File: src/rtl/rv32_mem_pkg.sv
// Shared RV32I memory-stage definitions: funct3 codes, FSM states,
// latched request record and small decode helpers.
package rv32_mem_pkg;

    localparam logic [2:0] F3_LB  = 3'b000;
    localparam logic [2:0] F3_LH  = 3'b001;
    localparam logic [2:0] F3_LW  = 3'b010;
    localparam logic [2:0] F3_LBU = 3'b100;
    localparam logic [2:0] F3_LHU = 3'b101;
    localparam logic [2:0] F3_SB  = 3'b000;
    localparam logic [2:0] F3_SH  = 3'b001;
    localparam logic [2:0] F3_SW  = 3'b010;

    typedef enum logic [1:0] {
        IDLE = 2'd0,
        WAIT = 2'd1,
        DONE = 2'd2
    } state_t;

    // Width/sign code and byte offset captured when the access starts.
    typedef struct packed {
        logic [2:0] funct3;
        logic [1:0] offset;
    } req_t;

    // 011, 110 and 111 are not load/store widths.
    function automatic logic f3_legal(input logic [2:0] f3);
        return !(f3 == 3'b011 || f3 == 3'b110 || f3 == 3'b111);
    endfunction

    // Halfwords need an even address, words a 4-byte aligned one.
    function automatic logic f3_misaligned(input logic [2:0] f3, input logic [1:0] off);
        case (f3[1:0])
            2'b01:   return off[0];
            2'b10:   return off != 2'b00;
            default: return 1'b0;
        endcase
    endfunction

endpackage

File: src/rtl/load_align.sv
// Load data extraction: picks the addressed byte/halfword out of the bus
// word and sign- or zero-extends it according to funct3.
module load_align
    import rv32_mem_pkg::*;
(
    input  logic [31:0] rdata,
    input  logic [1:0]  offset,
    input  logic [2:0]  funct3,
    output logic [31:0] data
);

    logic [7:0]  b;
    logic [15:0] h;

    // Select the lane, then extend per load type; unknown codes read as 0.
    always_comb begin
        b    = 8'(rdata >> {offset, 3'b000});
        h    = offset[1] ? rdata[31:16] : rdata[15:0];
        data = 32'b0;
        case (funct3)
            F3_LB:   data = {{24{b[7]}}, b};
            F3_LH:   data = {{16{h[15]}}, h};
            F3_LW:   data = rdata;
            F3_LBU:  data = {24'b0, b};
            F3_LHU:  data = {16'b0, h};
            default: data = 32'b0;
        endcase
    end

endmodule

File: src/rtl/mem_access_stage.sv
// RV32I memory stage: req/ready data-bus handshake, byte enables and store
// lane placement, load alignment, pipeline stall and a bus watchdog.
// Optional MEM_MISALIGN_TRAP_EN: misaligned accesses are not issued and
// raise misalign_err instead.
module mem_access_stage
    import rv32_mem_pkg::*;
#(
    parameter int TIMEOUT_CYCLES = 255,
    parameter int CNT_W          = 8
) (
    input  logic        clk,
    input  logic        reset,
    input  logic        mem_read,
    input  logic        mem_write,
    input  logic [2:0]  funct3,
    input  logic [31:0] alu_result,
    input  logic [31:0] write_data,
    output logic        dmem_req,
    output logic        dmem_we,
    output logic [31:0] dmem_addr,
    output logic [3:0]  dmem_be,
    output logic [31:0] dmem_wdata,
    input  logic        dmem_ready,
    input  logic [31:0] dmem_rdata,
    output logic [31:0] read_data,
    output logic        mem_stall,
    output logic        bus_err,
    output logic        misalign_err
);

    localparam logic [CNT_W-1:0] WD_LIMIT = CNT_W'(TIMEOUT_CYCLES - 1);

    state_t           state;
    logic [CNT_W-1:0] wd_cnt;
    logic [31:0]      rdata_q;
    req_t             req_q;
    logic             bus_err_q;
    logic             start;
    logic             trap;
    logic [3:0]       be;
    logic [31:0]      wdata;
    logic [31:0]      aligned;

    // A legal access in IDLE starts a transaction; reset gates it so the
    // request drops immediately when reset is asserted.
    assign start = (state == IDLE) && (mem_read || mem_write) && !reset && f3_legal(funct3);

`ifdef MEM_MISALIGN_TRAP_EN
    logic mis_q;
    assign trap         = f3_misaligned(funct3, alu_result[1:0]);
    assign misalign_err = mis_q;
`else
    assign trap         = 1'b0;
    assign misalign_err = 1'b0;
`endif

    assign dmem_req   = (start && !trap) || (state == WAIT);
    assign mem_stall  = start || (state == WAIT);
    assign dmem_we    = dmem_req && mem_write;
    assign dmem_addr  = dmem_req ? {alu_result[31:2], 2'b00} : 32'b0;
    assign dmem_be    = dmem_req ? be : 4'b0;
    assign dmem_wdata = dmem_req ? wdata : 32'b0;
    assign bus_err    = bus_err_q;
    assign read_data  = (state == DONE) ? aligned : 32'b0;

    // Byte-enable mask and lane-replicated store data from width and offset.
    always_comb begin
        be    = 4'b1111;
        wdata = write_data;
        case (funct3[1:0])
            2'b00: begin
                be    = 4'b0001 << alu_result[1:0];
                wdata = {4{write_data[7:0]}};
            end
            2'b01: begin
                be    = 4'b0011 << {alu_result[1], 1'b0};
                wdata = {2{write_data[15:0]}};
            end
            default: begin
                be    = 4'b1111;
                wdata = write_data;
            end
        endcase
    end

    load_align u_load_align (
        .rdata  (rdata_q),
        .offset (req_q.offset),
        .funct3 (req_q.funct3),
        .data   (aligned)
    );

    // Transaction FSM with watchdog; error flags are single-cycle pulses seen in DONE.
    always_ff @(posedge clk or posedge reset) begin
        if (reset) begin
            state     <= IDLE;
            wd_cnt    <= '0;
            rdata_q   <= 32'b0;
            req_q     <= '0;
            bus_err_q <= 1'b0;
`ifdef MEM_MISALIGN_TRAP_EN
            mis_q     <= 1'b0;
`endif
        end else begin
            bus_err_q <= 1'b0;
`ifdef MEM_MISALIGN_TRAP_EN
            mis_q     <= 1'b0;
`endif
            case (state)
                IDLE: begin
                    wd_cnt <= '0;
                    if (start) begin
                        req_q.funct3 <= funct3;
                        req_q.offset <= alu_result[1:0];
                        if (trap) begin
                            rdata_q <= 32'b0;
`ifdef MEM_MISALIGN_TRAP_EN
                            mis_q   <= 1'b1;
`endif
                            state   <= DONE;
                        end else if (dmem_ready) begin
                            rdata_q <= dmem_rdata;
                            state   <= DONE;
                        end else begin
                            state   <= WAIT;
                        end
                    end
                end
                WAIT: begin
                    if (dmem_ready) begin
                        rdata_q <= dmem_rdata;
                        wd_cnt  <= '0;
                        state   <= DONE;
                    end else if (wd_cnt == WD_LIMIT) begin
                        bus_err_q <= 1'b1;
                        rdata_q   <= 32'b0;
                        wd_cnt    <= '0;
                        state     <= DONE;
                    end else begin
                        wd_cnt <= wd_cnt + 1'b1;
                    end
                end
                DONE: begin
                    wd_cnt <= '0;
                    state  <= IDLE;
                end
                default: begin
                    wd_cnt <= '0;
                    state  <= IDLE;
                end
            endcase
        end
    end

endmodule

File: config.mk
export PLATFORM = sky130hd
export DESIGN_NAME = mem_access_stage
export DESIGN_NICKNAME = d
export VERILOG_FILES = /design/src/rtl/rv32_mem_pkg.sv /design/src/rtl/load_align.sv /design/src/rtl/mem_access_stage.sv
export SDC_FILE = /design/constraint.sdc
export NUM_CORES = 1
export LEC_CHECK = 0
export CORE_MARGIN = 2
export CORE_UTILIZATION = 30
export CTS_BUF_LIST = sky130_fd_sc_hd__clkbuf_2 sky130_fd_sc_hd__clkbuf_4 sky130_fd_sc_hd__clkbuf_8
export CTS_CLUSTER_DIAMETER = 60
export CTS_CLUSTER_SIZE = 14
export DETAILED_ROUTE_END_ITERATION = 8
export PLACE_DENSITY = 0.72
export SLEW_MARGIN = 25
export SYNTH_ARGS = -nofsm -noshare
export SYNTH_HDL_FRONTEND = slang
export SYNTH_SLANG_ARGS = --single-unit
File: constraint.sdc
create_clock -name clk -period 2.7 [get_ports clk]
set_input_delay 0.54 -clock clk [delete_from_list [all_inputs] [get_ports clk]]
set_output_delay 0.54 -clock clk [all_outputs]
set_load 0.1 [all_outputs]
==> impl_results.md <==
* CTS Root Cell: clkbuf_8
* Largest net degree at the start of global routing at 49
* Final HPWL DP at between 10,000 and 15,000 um
* Final antenna-violating net count at 0
* Total power at a little over 4 mW
* Nets at 700
* Initial DRC count at roughly 220
* # diodes at 0
* CP Class: reg -> out
* Final std cells w/o fill at approximately 740
* Final wirelength at about 14,000 um
* Via density at between 5 and 6
* Outcome: finished clean
* Cells after Synth at roughly 380
* Height of the die at between 100 and 150 um
* Drc violations at 0
* Vias at 3,850
* Final worst-path cycle share at 0.984
* CTS buffer count at 5
* Longest Clk Path Bufs at 2
* Share of post-route cells with drive strength above 1 at 0.387
* Buffers added on ports at a little over 200
* RSZ-0062 raised after global routing: true
* Post-synthesis register bit count at 48
* Die Area at ~12,000 um^2
* Final hold vios at 0
* Worst Setup End Kind: output pin
* Number of global-route vias before repair at approximately 3,900
* Latest clock arrival within the worst-skew pair at roughly 0.30 ns
* Unique masters post-synth at 41
* WP data required at ~2.2 ns
* CORE AREA at 10,800 um^2
* Area delta synth->final at 116%
* Relative slew slack at 0.596
* WL per Instance at 18.5 um
* Clock Skew at between 0.004 and 0.005 ns
* Starting Density at 0.305
* CTS tree: done
* WP data arrival at 2.12 ns
* Antenna violations before repair at 0
* CP Max Fanout at 8
* Hold Path Class: reg -> reg
* Post-placement cell count at just over 700
* H-tree levels at 2
* Tmin final at 2.66 ns
* Global Route Usage Sum at 0.218
* Fmax at 377 MHz
* Tightest Pin Transition at about 0.61 ns
* Die Width at around 110 um
* Drt first pass iters at 5
* Hold path depth at 1
* Reg clk slew, reported paths at 0.09 ns
* Synth top area share at 0.365
* Slew Viols, Final at 0
* Total leakage power at 2.94 nW
* First-pass GRT wire length at approximately 20,000 um
* Pwr dens at slightly below 600 nW/um^2
* RePlAce Congestion at 0.884
* FF-to-FF setup slack at approximately 0.96 ns
* Row cnt at 38
* Avg Inst Size Synth at roughly 8.6 um^2
* VDD IR max at ~330 uV
* Total of max-cap violations at 0
* Seq/Total Area, Yosys at 0.365
* Startpoint types: register
* Top cell type by total area after synthesis: dfrtp_1
* Fin Setup TNS at 0 ns
* # IOs at approximately 210
* Global route overflow at 0
* Top post-synthesis cells by area: dfrtp_1, a22o_1, and2_1, a21oi_1, nor2_1
* CTS Hold Buffers Added at 0
* Setup Viol. Count Final at 0
* Mapped cell area at roughly 3300 um^2
* Yosys warning count at 0
* Reg2Reg Depth at 6
* # clock sinks at 48
registers in the layout (all words and copies together) (netlist names):
signal and cells:
bus_err 1, wd_cnt 8, state 2, rdata_q 32, req_q 5
through the flow:
step           setup WS (ns)  hold slack (ns)  cell area, um^2  utilization
2_1_floorplan         -0.567            0.466             3510            -
3_3_place_gp          0.0235            0.497             6780        0.628
6_report              0.0442            0.518             7110        0.659
3_5_place_dp         -0.0159            0.503             6780        0.628
4_1_cts              0.00678            0.527             6910        0.640
5_1_grt              -0.0418            0.546             7110        0.659
layer usage:
layer / share of wire / track usage / vias up / routed length, um
met1: 0.34 / 0.241 / 1852 / 4590
met2: 0.54 / 0.401 / 204 / 7430
met4: 0.025 / 0.0687 / 0 / 344
met3: 0.093 / 0.0628 / 22 / 1270
met5: 0 / 0 / - / 0
li1: - / - / 1772 / -
report_power, final:
group	switching [mW]	total, mW	internal [mW]
sequential	0.176	1.05	0.875
clock	0.245	0.425	0.181
combinational	1.55	2.63	1.08
total	1.98	4.11	2.13
critical path, cell delays in order, from the launching register on:
cell and delay, ns:
dfrtp_1 0.42, mux4_2 0.56, mux2_4 0.32, nand2_8 0.12, buf_12 0.16, a21oi_4 0.07
buf_12 0.17
cells in the mapped netlist (all sizes together):
cell type,instances
nand3,5
buf,21
a22o,32
and2,41
a32oi,4
dfrtp,48
mux2i,18
ha,2
xnor2,1
nor3b,2
nor2,50
or2,1
inv,9
xor2,5
nand2,30
and4,1
mux4,1
nand4,2
nand2b,4
clkbuf,12
a22oi,8
a31oi,2
o21bai,2
o21a,1
o21ai,12
a221o,4
nor4,1
a21oi,44
a222oi,4
and3,2
mux2,11
nor3,2
conb,1
placed cells by master (no fill, tap or decap), types with 9 or more instances in the layout:
cell type / Yosys / layout
and2_4: 0 / 37
buf_12: 0 / 106
clkdlybuf4s50_1: 0 / 102
mux2i_1: 18 / 18
a21oi_1: 44 / 20
nor2_1: 50 / 40
nand2_1: 29 / 29
dfrtp_1: 48 / 48
buf_4: 8 / 20
a22o_1: 32 / 32
o21ai_0: 11 / 11
nor2_2: 0 / 9
mux2_2: 11 / 10
a21oi_4: 0 / 11
a21oi_2: 0 / 13
area by class of cell:
class | instances | area, um^2
clock buffer | 5 | 68.8
clock inverter | 3 | 18.8
fill | 823 | 3680
inverter | 9 | 36.3
multi-input combinational | 295 | 2210
sequential | 48 | 1200
tap | 140 | 175
timing repair buffer | 235 | 3400
kinds of logic (layout without fill, tap and decap cells):
group                      after synthesis  count (layout)  synth area share
and+or+nand+nor                        141             141             0.210
AOI/OAI and AO/OA                      113             113             0.235
DFF                                     48              48             0.365
buffers and inverters                   42             252            0.0658
muxes                                   30              30            0.0992
xor gates and xnor gates                 6               6            0.0160
adders and majority gates                2               2           0.00760
other                                    1               3           0.00114
worst paths after layout:
path | start | endpoint
max reg2reg | state[0] | rdata_q[29]
max | req_q[0] | read_data[29]
max in group asynchronous | reset | rdata_q[21]
min | rdata_q[5] | rdata_q[5]
min reg2reg | rdata_q[5] | rdata_q[5]
min in group asynchronous | reset | wd_cnt[7]
timing repair:
| item | CTS | global route |
|---|---|---|
| pin swaps | 1 | 1 |
| cloned | 0 | 3 |
| gates resized for setup | 9 | 38 |
| setup buffers | 2 | 3 |
| endpoints found under the setup margin | 30 | 68 |
No activity file was read; power rests on OpenSTA's default activity.
